===== src/rtl/linear_pkg.sv =====
// Shared constants and helpers for the fully-connected layer engine:
// FSM encodings, Q-format unit value, index-width helper and the output clamp.
package linear_pkg;

   localparam logic [1:0] S_IDLE = 2'd0;
   localparam logic [1:0] S_LOAD = 2'd1;
   localparam logic [1:0] S_MAC  = 2'd2;
   localparam logic [1:0] S_EMIT = 2'd3;

   localparam int          DEF_FRAC_W = 24;
   localparam logic [63:0] Q_ONE      = 64'd1 << DEF_FRAC_W;

   // Width needed to index n items, never less than one bit.
   function automatic int clog2_min1(input int n);
      int w;
      w = 1;
      while ((1 << w) < n) w++;
      return w;
   endfunction

   // ReLU (when enabled) takes precedence; otherwise clamp to the signed data_w range.
   function automatic logic [127:0] sat_relu(input logic signed [127:0] acc,
                                             input int data_w,
                                             input logic relu,
                                             output logic clamped);
      logic signed [127:0] hi;
      logic signed [127:0] lo;
      logic signed [127:0] res;
      hi      = (128'sd1 <<< (data_w - 1)) - 128'sd1;
      lo      = -(128'sd1 <<< (data_w - 1));
      clamped = 1'b0;
      res     = acc;
      if (relu && acc < 128'sd0) begin
         res = 128'sd0;
      end else if (acc > hi) begin
         res     = hi;
         clamped = 1'b1;
      end else if (acc < lo) begin
         res     = lo;
         clamped = 1'b1;
      end
      return res;
   endfunction

endpackage


===== src/rtl/mac_unit.sv =====
// Fixed-point multiply-accumulate datapath: floor-shifted products and
// unshifted bias are added into a registered accumulator.
module mac_unit #(
   parameter int DATA_W = 32,
   parameter int FRAC_W = 24,
   parameter int ACC_W  = 48
) (
   input  logic                     clk,
   input  logic                     rst_n,
   input  logic                     clear,
   input  logic                     mul_en,
   input  logic                     bias_en,
   input  logic signed [DATA_W-1:0] w,
   input  logic signed [DATA_W-1:0] x,
   output logic signed [ACC_W-1:0]  acc
);

   logic signed [2*DATA_W-1:0] prod;
   logic signed [2*DATA_W-1:0] prod_sh;
   logic signed [ACC_W-1:0]    term;
   logic signed [ACC_W-1:0]    bias_ext;
   logic signed [ACC_W-1:0]    acc_reg;

   assign prod     = (2*DATA_W)'(w) * (2*DATA_W)'(x);
   assign prod_sh  = prod >>> FRAC_W;
   // Signed size casts sign-extend or truncate to the accumulator width.
   assign term     = ACC_W'(prod_sh);
   assign bias_ext = ACC_W'(w);

   always_ff @(posedge clk or negedge rst_n) begin
      if (!rst_n) begin
         acc_reg <= '0;
      end else if (clear) begin
         acc_reg <= '0;
      end else if (bias_en) begin
         acc_reg <= acc_reg + bias_ext;
      end else if (mul_en) begin
         acc_reg <= acc_reg + term;
      end
   end

   assign acc = acc_reg;

endmodule


===== src/rtl/linear_layer_mac.sv =====
// Fully-connected layer engine: buffers an input vector, streams weights from
// an external synchronous memory and emits act(W*x + b) one neuron at a time.
module linear_layer_mac
   import linear_pkg::*;
#(
   parameter int DATA_W  = 32,
   parameter int FRAC_W  = 24,
   parameter int ACC_W   = 48,
   parameter int IN_DIM  = 20,
   parameter int OUT_DIM = 32,
   parameter int WADDR_W = 10
) (
   input  logic                              clk,
   input  logic                              rst_n,
   input  logic                              start,
   input  logic                              relu_en,
   input  logic [DATA_W-1:0]                 in_data,
   input  logic                              in_valid,
   output logic                              in_ready,
   output logic                              w_rd_en,
   output logic [WADDR_W-1:0]                w_addr,
   input  logic [DATA_W-1:0]                 w_data,
   output logic [DATA_W-1:0]                 out_data,
   output logic [clog2_min1(OUT_DIM)-1:0]    out_idx,
   output logic                              out_valid,
   input  logic                              out_ready,
   output logic                              busy,
   output logic                              done,
   output logic                              sat_flag
);

   localparam int IDX_W = clog2_min1(OUT_DIM);
   localparam int K_W   = clog2_min1(IN_DIM + 2);
   localparam int BUF_N = 2 ** K_W;

   logic [1:0]               state_reg;
   logic                     relu_reg;
   logic                     busy_reg;
   logic                     done_reg;
   logic                     sat_reg;
   logic [K_W-1:0]           k_reg;
   logic [IDX_W-1:0]         row_reg;
   logic [WADDR_W-1:0]       addr_reg;
   logic [DATA_W-1:0]        buf_mem [BUF_N];
   logic signed [DATA_W-1:0] x_rd_reg;

   logic                     mac_clear;
   logic                     mac_mul;
   logic                     mac_bias;
   logic signed [ACC_W-1:0]  acc;
   logic signed [127:0]      acc_wide;
   logic [127:0]             sat_word;
   logic                     sat_hit;

   // k_reg counts LOAD beats, then MAC cycles 0..IN_DIM+1 within a row.
   assign in_ready  = (state_reg == S_LOAD);
   assign w_rd_en   = (state_reg == S_MAC) && (k_reg <= K_W'(IN_DIM));
   assign w_addr    = w_rd_en ? addr_reg : '0;
   assign mac_clear = (state_reg == S_MAC) && (k_reg == '0);
   assign mac_mul   = (state_reg == S_MAC) && (k_reg != '0) && (k_reg <= K_W'(IN_DIM));
   assign mac_bias  = (state_reg == S_MAC) && (k_reg == K_W'(IN_DIM + 1));

   mac_unit #(
      .DATA_W (DATA_W),
      .FRAC_W (FRAC_W),
      .ACC_W  (ACC_W)
   ) u_mac (
      .clk     (clk),
      .rst_n   (rst_n),
      .clear   (mac_clear),
      .mul_en  (mac_mul),
      .bias_en (mac_bias),
      .w       (w_data),
      .x       (x_rd_reg),
      .acc     (acc)
   );

   assign acc_wide = {{(128 - ACC_W){acc[ACC_W-1]}}, acc};

   always_comb begin
      sat_hit  = 1'b0;
      sat_word = sat_relu(acc_wide, DATA_W, relu_reg, sat_hit);
   end

   assign out_valid = (state_reg == S_EMIT);
   assign out_data  = out_valid ? DATA_W'(sat_word) : '0;
   assign out_idx   = out_valid ? row_reg : '0;
   assign busy      = busy_reg;
   assign done      = done_reg;
   assign sat_flag  = sat_reg;

   always_ff @(posedge clk or negedge rst_n) begin
      if (!rst_n) begin
         state_reg <= S_IDLE;
         relu_reg  <= 1'b0;
         busy_reg  <= 1'b0;
         done_reg  <= 1'b0;
         sat_reg   <= 1'b0;
         k_reg     <= '0;
         row_reg   <= '0;
         addr_reg  <= '0;
         x_rd_reg  <= '0;
         for (int i = 0; i < BUF_N; i++) buf_mem[i] <= '0;
      end else begin
         done_reg <= 1'b0;
         case (state_reg)
            S_IDLE: begin
               if (start) begin
                  relu_reg  <= relu_en;
                  sat_reg   <= 1'b0;
                  busy_reg  <= 1'b1;
                  k_reg     <= '0;
                  row_reg   <= '0;
                  addr_reg  <= '0;
                  state_reg <= S_LOAD;
               end
            end
            S_LOAD: begin
               if (in_valid) begin
                  buf_mem[k_reg] <= in_data;
                  if (k_reg == K_W'(IN_DIM - 1)) begin
                     k_reg     <= '0;
                     state_reg <= S_MAC;
                  end else begin
                     k_reg <= k_reg + 1'b1;
                  end
               end
            end
            S_MAC: begin
               // Registered buffer read lines up with the weight returning next cycle.
               if (k_reg < K_W'(IN_DIM)) x_rd_reg <= buf_mem[k_reg];
               if (w_rd_en) addr_reg <= addr_reg + 1'b1;
               if (k_reg == K_W'(IN_DIM + 1)) begin
                  k_reg     <= '0;
                  state_reg <= S_EMIT;
               end else begin
                  k_reg <= k_reg + 1'b1;
               end
            end
            S_EMIT: begin
               if (sat_hit) sat_reg <= 1'b1;
               if (out_ready) begin
                  if (row_reg == IDX_W'(OUT_DIM - 1)) begin
                     done_reg  <= 1'b1;
                     busy_reg  <= 1'b0;
                     state_reg <= S_IDLE;
                  end else begin
                     row_reg   <= row_reg + 1'b1;
                     state_reg <= S_MAC;
                  end
               end
            end
            default: state_reg <= S_IDLE;
         endcase
      end
   end

endmodule


===== config.mk =====
export PLATFORM = sky130hd
export DESIGN_NAME = linear_layer_mac
export DESIGN_NICKNAME = d
export VERILOG_FILES = /design/src/rtl/linear_pkg.sv /design/src/rtl/mac_unit.sv /design/src/rtl/linear_layer_mac.sv
export SDC_FILE = /design/constraint.sdc
export NUM_CORES = 2
export LEC_CHECK = 0
export ABC_CLOCK_PERIOD_IN_PS = 18250
export BUFFER_PORTS_ARGS = -buffer_cell sky130_fd_sc_hd__buf_2
export CELL_PAD_IN_SITES_DETAIL_PLACEMENT = 1
export CELL_PAD_IN_SITES_GLOBAL_PLACEMENT = 1
export CORE_ASPECT_RATIO = 1.25
export CORE_MARGIN = 2
export CORE_UTILIZATION = 30
export CTS_CLUSTER_SIZE = 10
export DETAILED_ROUTE_END_ITERATION = 10
export PLACE_DENSITY = 0.63
export SLEW_MARGIN = 20
export SYNTH_ARGS = -nofsm -noshare
export SYNTH_HDL_FRONTEND = slang
export SYNTH_SLANG_ARGS = --single-unit

===== constraint.sdc =====
create_clock -name clk -period 18.25 [get_ports clk]
set_input_delay 5.475 -clock clk [delete_from_list [all_inputs] [get_ports clk]]
set_output_delay 5.475 -clock clk [all_outputs]
set_load 0.01 [all_outputs]

### Word level (Yosys, flattened, before mapping)

Cells that the tools add are included.

| word-level totals | value |
|---|---|
| register bits after elaboration | 1130 |
| input bits | 70 |

| operators by class | value |
|---|---|
| $lt $le $gt $ge | 7 |
| mux-type cells | 46 |
| $mul | 1 |
| reduce and logical (&&, ||, !) cells | 23 |
| bitwise gates (word level) | 1 |
| eq/ne operators | 15 |
| $add $sub $neg | 5 |

Operators by type and width:

| kind | count |
|---|---|
| bitwise mux 1024 bit | 1 |
| two-way mux 32 bit | 7 |
| binary-select mux 32 bit (select 5 bit) | 1 |
| demux 32 bit (select 5 bit) | 1 |
| two-way mux 48 bit | 3 |
| multiplier 32 x 32 -> 64 bit | 1 |
| adder 48 x 32 -> 48 bit | 1 |
| adder 48 x 40 -> 48 bit | 1 |
| greater-than comparator 48 x 32 -> 1 bit, second input constant | 1 |
| less-than comparator 48 x 1 -> 1 bit, second input constant | 1 |
| less-than comparator 48 x 32 -> 1 bit, second input constant | 1 |
| two-way mux 5 bit | 7 |
| two-way mux 10 bit | 3 |
| one-hot mux 10 bit (2 select lines) | 1 |
| == test 5 bit, second input constant | 3 |
| one-hot mux 5 bit (3 select lines) | 1 |
| two-way mux 2 bit | 6 |
| two-way mux 1 bit | 11 |
| adder 10 x 1 -> 10 bit, second input constant | 1 |
| adder 5 x 1 -> 5 bit, second input constant | 2 |
| != test 2 x 1 -> 1 bit, second input constant | 5 |
| one-hot mux 5 bit (2 select lines) | 1 |
| AND reduction 3 bit | 3 |
| != test 2 bit, second input constant | 4 |
| other kinds (18) | 31 |

### Logic depth before layout (Yosys ltp)

| logic depth | value |
|---|---|
| depth in word-level cells | 6 |
| gate-level depth with buffers | 41 |
| mapped depth without buffers | 39 |

### Modules after synthesis

A second synthesis with hierarchy kept.

| unflattened totals | value |
|---|---|
| cell total of the unflattened synthesis | 7370 |
| area total of the unflattened synthesis | 79697.7 sq um |

By module, submodules not included:

| module | area each (sq um) | instances | cells each |
|---|---|---|---|
| mac_unit | 39960.8 | 1 | 4390 |
| linear_layer_mac | 39736.9 | 1 | 2980 |

### Least setup slack after synthesis

No wires, ideal clock.

| timing path | value |
|---|---|
| path type | input -> register |
| start point | in w_data[31] |
| end point | reg u_mac.acc_reg[44], in the netlist u_mac.acc[44] |
| slack | 3.279 ns |
| data required time | 18.119 ns |
| cell stages on the path | 38 |
| arrival | 14.841 ns |
| setup time | 0.131 ns |
| path through | clkbuf_1 > nand2_1 > inv_1 > fa_1 > fa_1 > fa_1 > fa_1 > inv_1 > fa_1 > inv_1 > fa_1 > inv_1 > fa_1 > inv_1 > fa_1 > ha_1 > clkbuf_1 > and2_1 > [2 not listed] > o2111ai_2 > a21boi_2 > a41o_1 > a21o_1 > a21oi_2 > xor2_1 > o21ai_1 > ha_1 > clkbuf_1 > a21o_1 > a21o_1 > a21o_1 > a21o_1 > a21oi_1 > o21bai_1 > a221oi_2 > xor2_1 > o21ai_1 |

| on the way | value |
|---|---|
| word-level cells in the longest chain between the ends | 5 |

Ends and longest elaborated chain:

| item | RTL line | text |
|---|---|---|
| start, declared | linear_layer_mac.sv:22 | `input logic [DATA_W-1:0] w_data,` |
| multiplier 32 x 32 -> 64 bit | mac_unit.sv:24 | `assign prod = (2*DATA_W)'(w) * (2*DATA_W)'(x);` |
| adder 48 x 40 -> 48 bit | mac_unit.sv:38 | `acc_reg <= acc_reg + term;` |
| two-way mux 48 bit | mac_unit.sv:37 | `end else if (mul_en) begin` |
| two-way mux 48 bit * | mac_unit.sv:35 | `end else if (bias_en) begin` |
| two-way mux 48 bit * | mac_unit.sv:33 | `end else if (clear) begin` |
| end signal, assigned | mac_unit.sv:36 | `acc_reg <= acc_reg + bias_ext;` |
| end signal, assigned | mac_unit.sv:38 |  |
| end, declared | mac_unit.sv:22 | `logic signed [ACC_W-1:0] acc_reg;` |

Every way passes the cells marked *; elsewhere a longest branch is shown, timed or not. The select of a mux whose other input is x is not followed.
A chain may end at the register's enable or synchronous reset.

### Worst setup path after layout

| timing path | value |
|---|---|
| start point | in w_data[31] |
| end point | reg u_mac.acc_reg[47], in the netlist u_mac.acc[47] |

The elaborated chain is that of the path after synthesis.

==> impl_results.html <==
<table>
<tr><th>Metric</th><th>Value</th></tr>
<tr><th colspan="2">Clock network</th></tr>
<tr><td>CTS tree</td><td>built</td></tr>
<tr><td>Clock edge transition at the registers on the reported setup and hold paths</td><td>70 ps</td></tr>
<tr><td>Later-pin clock latency in the skew report</td><td>760 ps</td></tr>
<tr><td>Total number of H-tree levels</td><td>3</td></tr>
<tr><td>Resized Gates After CTS</td><td>0</td></tr>
<tr><td>Bufs on Longest Clock Path</td><td>3</td></tr>
<tr><td>Number of CTS-inserted buffers</td><td>111</td></tr>
<tr><td>Number of hold buffers added after cts</td><td>0</td></tr>
<tr><td>Total clock sinks</td><td>~1,000</td></tr>
<tr><td>Post-CTS setup buffers</td><td>0</td></tr>
<tr><td>Clock Tree Root</td><td>clkbuf_16</td></tr>
<tr><th colspan="2">Logic synthesis</th></tr>
<tr><td>Area leader, netlist</td><td>dfrtp_1</td></tr>
<tr><td>Unique masters post-synth</td><td>83</td></tr>
<tr><td>Simple-gate share of the synthesized area</td><td>8.88%</td></tr>
<tr><td>Post-synthesis compound-gate area fraction</td><td>under 10%</td></tr>
<tr><td>Most instantiated library cell after synthesis</td><td>fa_1</td></tr>
<tr><td>Largest family of logic cells by synthesized area</td><td>adder cells</td></tr>
<tr><td>Share of flip-flops with an asynchronous set or reset after synthesis</td><td>100%</td></tr>
<tr><td>Synthesized cell area</td><td>83,100 um2</td></tr>
<tr><td>Post-synthesis sequential element count</td><td>998</td></tr>
<tr><td>Number of enable-type register cells in the synthesized netlist</td><td>0</td></tr>
<tr><td>Post-Synthesis Mean Instance Area</td><td>11.6 um2</td></tr>
<tr><td>Synth Area in XOR/XNOR</td><td>1.15%</td></tr>
<tr><td>Mapped Cells</td><td>a little over 7k</td></tr>
<tr><td>List of most frequent post-synthesis cells</td><td>fa_1 (1,082), dfrtp_1 (998), inv_1 (968), mux2_2 (898), nand2_1 (736)</td></tr>
<tr><td>Share of the synthesized area in the top cell type</td><td>30.1%</td></tr>
<tr><td>Synthesized Nets</td><td>8,567</td></tr>
<tr><td>Leading post-synthesis cells by cell area</td><td>dfrtp_1 (30%), fa_1 (26%), mux2_2 (12%), mux4_2 (6.9%), inv_1 (4.4%)</td></tr>
<tr><td>Synth warn</td><td>0</td></tr>
<tr><td>Mux share of post-synthesis cell area</td><td>19.5%</td></tr>
<tr><td>Dominant register cell in the synthesized netlist</td><td>dfrtp_1</td></tr>
<tr><td>Post-synthesis sequential area ratio</td><td>approximately 30%</td></tr>
<tr><td>Synthesized-area fraction occupied by adder cells</td><td>between 20% and 30%</td></tr>
<tr><th colspan="2">Setup path</th></tr>
<tr><td>Maximum fanout encountered on the critical timing path</td><td>34</td></tr>
<tr><td>Slowest Stage Delay on Critical Path</td><td>1080 ps</td></tr>
<tr><td>Required time of the critical path</td><td>18,850 ps</td></tr>
<tr><td>Most frequent CP cell</td><td>fa_1</td></tr>
<tr><td>Start-to-end type of the worst setup path</td><td>in2reg</td></tr>
<tr><td>Type of element launching the critical path</td><td>input port</td></tr>
<tr><td>Endpoint class of the critical path</td><td>flop</td></tr>
<tr><td>WP data arrival</td><td>roughly 16,000 ps</td></tr>
<tr><td>Worst path slowest cell</td><td>fa_1</td></tr>
<tr><th colspan="2">Floorplan</th></tr>
<tr><td>Initial core utilization</td><td>30.1%</td></tr>
<tr><td>Top-Level Pins</td><td>123</td></tr>
<tr><td>Core Region</td><td>276,000 um2</td></tr>
<tr><td>Std-Cell Rows</td><td>216</td></tr>
<tr><td>Horizontal die dimension</td><td>roughly 470 um</td></tr>
<tr><td>Floorplan die area</td><td>between 200,000 and 300,000 um2</td></tr>
<tr><td>Die Y-Extent</td><td>592 um</td></tr>
<tr><th colspan="2">Final layout</th></tr>
<tr><td>Count of filler cells inserted in the layout</td><td>30.3k</td></tr>
<tr><td>Layout cell share with drive strength beyond 1</td><td>22.5%</td></tr>
<tr><td>Area of all placed cells without fillers</td><td>90,600 um2</td></tr>
<tr><td>Final core utilization</td><td>around a third</td></tr>
<tr><td>Number of flip-flops under the largest register name</td><td>892</td></tr>
<tr><td>Layout Nets</td><td>8,400</td></tr>
<tr><td>Synth-to-Final Area Change</td><td>9.06%</td></tr>
<tr><th colspan="2">Timing</th></tr>
<tr><td>Final critical path time including I/O delays and setup</td><td>15,650 ps</td></tr>
<tr><td>Final setup vio count</td><td>0</td></tr>
<tr><td>Setup repair after global routing missed its margin</td><td>no</td></tr>
<tr><td>Number of hold violations in the final report</td><td>0</td></tr>
<tr><td>Ratio of final minimum period to clock period</td><td>a little under nine tenths</td></tr>
<tr><td>Worst slew slack as a fraction of its limit</td><td>29.4%</td></tr>
<tr><td>Max frequency</td><td>around 64 MHz</td></tr>
<tr><td>Total negative setup slack</td><td>0 ps</td></tr>
<tr><td>Worst-case setup margin in the final layout</td><td>2600 ps</td></tr>
<tr><td>Worst clock skew</td><td>80.0 ps</td></tr>
<tr><td>Worst-Margin Slew</td><td>1060 ps</td></tr>
<tr><td>Slew Limit Fails</td><td>0</td></tr>
<tr><th colspan="2">Run</th></tr>
<tr><td>Max cap viols</td><td>0</td></tr>
<tr><th colspan="2">Route</th></tr>
<tr><td>Vias post-DR</td><td>approximately 54k</td></tr>
<tr><td>Routed length per placed instance</td><td>23.8 um</td></tr>
<tr><td>Number of remaining DRC errors</td><td>0</td></tr>
<tr><td>Total wire length</td><td>256 mm</td></tr>
<tr><td>Antenna viol nets, final</td><td>0</td></tr>
<tr><td>First drt pass iteration count</td><td>5</td></tr>
<tr><td>Via density per instance</td><td>4.99</td></tr>
<tr><td>1st-iter DRT viols</td><td>2,712</td></tr>
<tr><th colspan="2">Outcome</th></tr>
<tr><td>Run status</td><td>complete, no violations</td></tr>
<tr><th colspan="2">Placed design</th></tr>
<tr><td>GPL Wtd Cong</td><td>0.858</td></tr>
<tr><td>Worst slack, placed</td><td>1790 ps</td></tr>
<tr><td>Area after detailed placement</td><td>87,500 um2</td></tr>
<tr><td>Sum of net half-perimeters after detailed placement</td><td>175 mm</td></tr>
<tr><td>Count of buffers from port buffering</td><td>about 120</td></tr>
<tr><th colspan="2">Min path</th></tr>
<tr><td>Hold crit path type</td><td>reg2reg</td></tr>
<tr><th colspan="2">GRT</th></tr>
<tr><td>Global-route wire length before repair</td><td>between 300 and 400 mm</td></tr>
<tr><td>Vias in the first global route</td><td>~63k</td></tr>
<tr><td>Global route total overflow</td><td>0</td></tr>
<tr><td>Largest net degree at the start of global routing</td><td>194</td></tr>
<tr><td>Global-route usage over all layers</td><td>18.4%</td></tr>
<tr><td>Antenna violations before repair</td><td>32</td></tr>
</table>
==> routing by layer <==
layer  GRT usage [%]  share of wire [%]
met5               0              0.066
met4            6.29                3.7
met3            2.33                3.8
met2            34.4                 54
met1            21.6                 39
==> final cells by class <==
type	instances	area [um2]	share of cell area (%)
clock inverters	10	225	0.249
flip-flops and latches	998	25000	27.6
multi-input cells	4703	52800	58.2
repair buffers	226	1480	1.63
clock buffers	123	2860	3.16
diodes	4	10.0	0.0110
well taps	3706	4640	5.12
inverters	969	3640	4.01
==> logic make-up after synthesis <==
family          Yosys count
compound gates          537
xor+xnor                109
fa+ha+maj              1321
buf+inv                1475
flops                   998
mux                    1189
simple gates           1547
==> worst paths after layout <==
check / start / end / slack [ps] / depth (start not counted)
hold / removal: x_rd_reg[19] / x_rd_reg[19] / 480 / 2
max in group asynchronous: rst_n / u_mac.acc[9] / 10420 / 4
setup reg to reg: x_rd_reg[5] / u_mac.acc[47] / 7070 / 34
hold reg to reg: x_rd_reg[19] / x_rd_reg[19] / 480 / 2
setup / recovery: w_data[31] / u_mac.acc[47] / 2600 / 34
min in group asynchronous: rst_n / buf_mem[144] / 4740 / 1
==> through the flow <==
step | hold WS, ps | instances
finish | 478 | 10700
floorplan | 457 | 7176
global placement | 467 | 10600
CTS | 484 | 10700
global route | 507 | 10700
detailed placement | 472 | 10600
==> placed cells by master, fill, tap and decap left out, drive strengths merged, types with 4 or more instances in the layout <==
cell type / n
o22ai: 7
mux2i: 37
mux4: 254
mux2: 898
o31ai: 10
xnor2: 52
nand3: 37
inv: 969
clkbuf: 123
a21o: 67
a22o: 10
o21a: 12
dfrtp: 998
nor3b: 5
fa: 1082
nor2: 176
and2: 472
o21ai: 149
diode: 4
nor2b: 19
nor4: 4
a21boi: 5
nand4: 23
nand2b: 25
or2: 4
o21bai: 13
xor2: 57
buf: 226
a21oi: 201
o221ai: 4
a31oi: 17
ha: 239
nand2: 736
and3: 20
clkinv: 9
nor3: 15
o211ai: 6
==> critical path: cells and delay by family <==
kind | cells | cell delay [ps]
AO/OA/AOI/OAI | 15 | 2760
XOR/XNOR | 2 | 340
buffers and inverters | 4 | 1170
AND/OR/NAND/NOR | 3 | 710
adder cells (fa/ha/maj) | 10 | 5690
Power is left out: the tool's default activity adds up to more than one toggle a clock period on the data nets, which glitch-free logic cannot reach.
